## src/rtl/mem_arbiter.sv

```systemverilog
// Two-port memory arbiter: port 1 (data) beats port 2 (fetch), one shared registered access bus.
// Define ARB_STARVE_GUARD_EN to let port 2 win after STARVE_MAX consecutive port-1 wins.
module mem_arbiter #(
  parameter int unsigned STARVE_MAX = 4
) (
  input  logic        CLK,
  input  logic        RESET,
  input  logic        HTRANS_1,
  input  logic [63:0] HADDR_1,
  input  logic        HWRITE_1,
  input  logic [63:0] HWDATA_1,
  input  logic        HTRANS_2,
  input  logic [63:0] HADDR_2,
  input  logic        HWRITE_2,
  input  logic [63:0] HWDATA_2,
  input  logic        HREADY,
  output logic        PSEL,
  output logic [63:0] PADDR,
  output logic        PWRITE,
  output logic [63:0] PDATA,
  output logic        HGRANT_1,
  output logic        HGRANT_2,
  output logic        HDONE_1,
  output logic        HDONE_2,
  output logic        stall_1,
  output logic        stall_2
);

  if (STARVE_MAX < 1 || STARVE_MAX > 15) begin : g_bad_starve_max
    $error("STARVE_MAX must be in 1..15");
  end

  typedef enum logic [1:0] {StIdle, StBusy1, StBusy2} state_e;

  state_e      r_state;
  state_e      w_state_next;
  logic [63:0] r_paddr;
  logic [63:0] r_pdata;
  logic        r_pwrite;
  logic        w_decide;
  logic        w_pick_1;
  logic        w_pick_2;

  // A new owner is chosen only when the bus is free or the current access completes.
  assign w_decide = (r_state == StIdle) || HREADY;

`ifdef ARB_STARVE_GUARD_EN
  logic [3:0] r_starve_cnt;
  logic       w_force_2;

  assign w_force_2 = HTRANS_2 && (r_starve_cnt == 4'(STARVE_MAX));
  assign w_pick_1  = HTRANS_1 && !w_force_2;
  assign w_pick_2  = HTRANS_2 && !w_pick_1;

  // Counts port-1 grants taken while port 2 waits; bounded by STARVE_MAX by construction.
  always_ff @(posedge CLK) begin
    if (!RESET) begin
      r_starve_cnt <= 4'd0;
    end else if (w_decide) begin
      if (w_pick_2) begin
        r_starve_cnt <= 4'd0;
      end else if (w_pick_1 && HTRANS_2) begin
        r_starve_cnt <= r_starve_cnt + 4'd1;
      end
    end
  end
`else
  assign w_pick_1 = HTRANS_1;
  assign w_pick_2 = HTRANS_2 && !HTRANS_1;
`endif

  always_ff @(posedge CLK) begin
    if (!RESET) begin
      r_state <= StIdle;
    end else begin
      r_state <= w_state_next;
    end
  end

  always_comb begin
    w_state_next = r_state;
    if (w_decide) begin
      if (w_pick_1) begin
        w_state_next = StBusy1;
      end else if (w_pick_2) begin
        w_state_next = StBusy2;
      end else begin
        w_state_next = StIdle;
      end
    end
  end

  // Access attributes are captured once at grant and held through any wait states.
  always_ff @(posedge CLK) begin
    if (!RESET) begin
      r_paddr  <= 64'd0;
      r_pdata  <= 64'd0;
      r_pwrite <= 1'b0;
    end else if (w_decide) begin
      if (w_pick_1) begin
        r_paddr  <= HADDR_1;
        r_pdata  <= HWDATA_1;
        r_pwrite <= HWRITE_1;
      end else if (w_pick_2) begin
        r_paddr  <= HADDR_2;
        r_pdata  <= HWDATA_2;
        r_pwrite <= HWRITE_2;
      end else begin
        r_pwrite <= 1'b0;
      end
    end
  end

  always_comb begin
    PSEL     = (r_state != StIdle);
    HGRANT_1 = (r_state == StBusy1);
    HGRANT_2 = (r_state == StBusy2);
    HDONE_1  = (r_state == StBusy1) && HREADY && RESET;
    HDONE_2  = (r_state == StBusy2) && HREADY && RESET;
    stall_1  = HTRANS_1 && !HDONE_1;
    stall_2  = HTRANS_2 && !HDONE_2;
    PADDR    = r_paddr;
    PDATA    = r_pdata;
    PWRITE   = r_pwrite;
  end

endmodule

```

## config.mk

```make
export PLATFORM = sky130hd
export DESIGN_NAME = mem_arbiter
export DESIGN_NICKNAME = d
export VERILOG_FILES = /design/src/rtl/mem_arbiter.sv
export SDC_FILE = /design/constraint.sdc
export NUM_CORES = 1
export LEC_CHECK = 0
export CORE_AREA = 8 8 150 152
export CTS_BUF_LIST = sky130_fd_sc_hd__clkbuf_4
export DETAILED_ROUTE_END_ITERATION = 6
export DIE_AREA = 0 0 158 160
export PLACE_DENSITY = 0.76
export SKIP_CTS_REPAIR_TIMING = 1
export SLEW_MARGIN = 10
export SYNTH_ARGS = -nofsm -noshare
export SYNTH_HDL_FRONTEND = slang
export SYNTH_SLANG_ARGS = --single-unit
```

## constraint.sdc

```tcl
create_clock -name CLK -period 1.3 [get_ports CLK]
set_input_delay 0.195 -clock CLK [delete_from_list [all_inputs] [get_ports CLK]]
set_output_delay 0.195 -clock CLK [all_outputs]
set_load 0.02 [all_outputs]
```

==> metrics.md <==
| Metric | Value |
|---|---|
| Status | `complete, but fails checks` |
| Failing checks | `setup timing` |
| Critical Path AT | `1.44 ns` |
| DRC | `0` |
| Multi-input logic area | `roughly 3500 sq um` |
| Fin. Hold Viols | `0` |
| Multiplexer share of the synthesized area | `20.19%` |
| HP Class | `input pin to flop` |
| Starting Density | `31.67%` |
| Path depth of the worst reg2reg path | `7` |
| Clock Latency Late Sink | `0.51 ns` |
| Final worst setup slack | `-0.3338 ns` |
| Clk_skew | `0.01486 ns` |
| Fin cells | `1330` |
| Pwr Density | `938.4 nW/um^2` |
| Sequential area share after synthesis | `41.32%` |
| CP max stage cell | `dfxtp_4` |
| Chip width | `between 150 and 200 um` |
| Placed Cells | `around 1300` |
| Largest family of logic cells by synthesized area | `compound AO/OA/AOI/OAI gates` |
| Reg2reg setup slack | `-0.21 ns` |
| CP Launch Type | `flop` |
| Flops & latches, synth | `131` |
| Vias per std cell | `4.924` |
| Tcrit/Tclk final | `125.7%` |
| Routed vias | `roughly 6500` |
| Drt first pass iters | `4` |
| MaxCap Viol Count | `0` |
| Synthesized area per cell | `10.42 sq um` |
| First-pass GRT wire length | `37180 um` |
| GRT Total Usage | `18.79%` |
| CP Cell Sequence | `nor2b_4, and3_4, nor2_2, buf_6` |
| Slowest cell delay on critical path | `0.40 ns` |
| Finish-stage setup viols | `136` |
| Synthesized area | `6346 sq um` |
| Post-synthesis adder-cell area fraction | `0%` |
| CP startpoint | `r_state[0]` |
| TritonCTS buffer count | `17` |
| RSZ-0062 raised after global routing | `true` |
| Die Area | `25280 sq um` |
| CTS tree | `built` |
| Number of global-route vias before repair | `6802` |
| Largest net degree at the start of global routing | `76` |
| Slew Limit Fails | `0` |
| Max FO, Critical Path | `5` |
| 1st-iter DRT viols | `285` |
| Largest buffer count on any clock path | `2` |
| R2r startpoint | `r_state[1]` |
| Post-Synth Simple-Gate Area | `11.44%` |
| Initial antenna violation count | `1` |
| Post-DR wirelength/cell | `20.44 um` |
| Post-synth net total | `872` |
| Slew @ Worst Pin | `0.3593 ns` |
| Rows | `52` |
| Register area | `2771 sq um` |
| Reg2reg end | `PADDR[56]` |
| Post-synth cell types | `24` |
| Synth Instances | `609` |
| Core area | `around 20000 sq um` |
| WL final | `approximately 27000 um` |
| VDD IR max | `0.0004211 V` |
| Share of cells above drive strength 1 | `38.62%` |
| Synth Area in XOR/XNOR | `0%` |
| Clock slew at reported path FFs | `~0.11 ns` |
| Clk sinks | `between 100 and 150` |
| Global route overflow | `0` |
| Area growth syn-to-layout | `88.09%` |
| Clock Tree Root | `clkbuf_4` |
| Fill cells | `about 1800` |
| Final design utilization | `between 50% and 60%` |
| Hpwl dp | `about 20000 um` |
| Post-synthesis compound-gate area fraction | `20.74%` |
| Crit Path Category | `flop to output pin` |
| CP Capture Point | `stall_1` |
| Critical path capture point type | `output pin` |
| Final ANT Viol Nets | `0` |
| Leak pwr | `6.244 nW` |
| Fin Hold WS | `0.1994 ns` |
| Tot Pwr | `11.20 mW` |
| CTS HTree Levels | `4` |
| Fmax achieved | `0.6121 GHz` |
| Placer congestion estimate | `around 0.78` |
| Tmin final | `1.634 ns` |
| CP required | `1.11 ns` |
| Die Ht | `160 um` |
| Slew HR | `76.05%` |
| Post-Place Worst Slack | `-0.4315 ns` |
| I/O Pins | `399` |
| Yosys warning count | `0` |
| Net count, final | `1312` |
| Port bufs | `398` |
==> cell families (layout without fill, tap and decap cells) <==
kind of cell           Yosys count  in the layout
other                            0              1
flip-flops                     131            131
AO/OA/AOI/OAI                  133            133
multiplexers                   128            128
AND/OR/NAND/NOR                143            144
buffers and inverters           74            523
==> per-stage QoR <==
step	setup TNS (ns)	area (sq um)
floorplan	0	6374
detailed placement	-53.34	11030
global route	-29.09	11940
finish	-20.84	11940
CTS	-82.12	11250
global placement	-52.02	11030
==> final cells by class <==
| class | count | area share (%) |
|---|---|---|
| Inverter | 2 | 0.06289 |
| Tap cell | 270 | 2.830 |
| Sequential cell | 131 | 23.22 |
| Multi-Input combinational cell | 405 | 29.28 |
| Timing Repair Buffer | 492 | 42.73 |
| Clock buffer | 17 | 1.069 |
| Antenna cell | 1 | 0.02096 |
| Clock inverter | 12 | 0.7966 |
==> sequential cells by signal (all words and copies together) (netlist names) <==
name / cells
PWRITE: 1
PDATA: 64
PADDR: 64
r_state: 2
==> cells in the mapped netlist <==
cell / number / area [sq um]
dfxtp_1: 131 / 2623
nand3_1: 129 / 645.6
mux2i_1: 128 / 1281
o211a_1: 128 / 1281
buf_1: 24 / 90.09
buf_2: 17 / 85.08
clkbuf_1: 17 / 63.81
buf_6: 13 / 146.4
nor2b_1: 4 / 25.02
and3_1: 2 / 12.51
inv_1: 2 / 7.510
nor2_1: 2 / 7.510
a21boi_0: 1 / 7.510
a21oi_1: 1 / 5.000
a31oi_1: 1 / 6.260
and2_1: 1 / 6.260
buf_4: 1 / 7.510
nand2_1: 1 / 3.750
nand2b_1: 1 / 6.260
o21ai_0: 1 / 5.000
o21bai_2: 1 / 11.26
or2_1: 1 / 6.260
or2_2: 1 / 6.260
or3_1: 1 / 6.260
==> cells in the final DEF (no fill, tap or decap), types with 2 or more instances in the layout <==
master           count
buf_12              19
clkinvlp_4           3
inv_1                2
and3_4               2
mux2i_1            128
dfxtp_1             16
dfxtp_2            113
clkbuf_16           15
clkinv_2             6
buf_4              136
and2_4               2
dfxtp_4              2
buf_6               58
nand3_2             24
nor2b_1              2
buf_8                2
clkbuf_4            17
o211a_1            128
nand3_1            105
clkdlybuf4s50_1    260
==> report_power, final <==
part | total, mW | switching (mW) | leakage (nW) | internal, mW
Clock | 2.38 | 1.50 | 0.122 | 0.888
Sequential | 4.72 | 0.237 | 1.12 | 4.48
Combinational | 4.10 | 1.79 | 5.00 | 2.31
==> worst max-delay path: cells and delay by family, from the launching register on <==
family        cells  cell delay (ns)
buf+inv           1             0.12
flops             1             0.40
simple gates      3             0.41
==> worst min-delay path by stage <==
stage / startpoint / to / slack [ns] / depth (start not counted)
floorplan: HWRITE_1 / PWRITE / 0.36 / 2
CTS: HTRANS_1 / PWRITE / -0.04 / 4
detailed placement: PADDR[28] / PADDR[28] / 0.48 / 1
finish: HTRANS_1 / PWRITE / 0.20 / 4
global route: HTRANS_1 / PWRITE / 0.16 / 4
global placement: PADDR[48] / PADDR[48] / 0.48 / 1
==> metal layers <==
| metal | global-route usage (%) | share of wire (%) | vias up |
|---|---|---|---|
| met5 | 0 | 0 | - |
| met4 | 5.274 | 1.0 | 0 |
| met3 | 7.233 | 8.7 | 16 |
| met2 | 33.74 | 52 | 264 |
| met1 | 19.94 | 39 | 3080 |
| li1 | - | - | 3189 |
(Power assumes the default switching activity.)
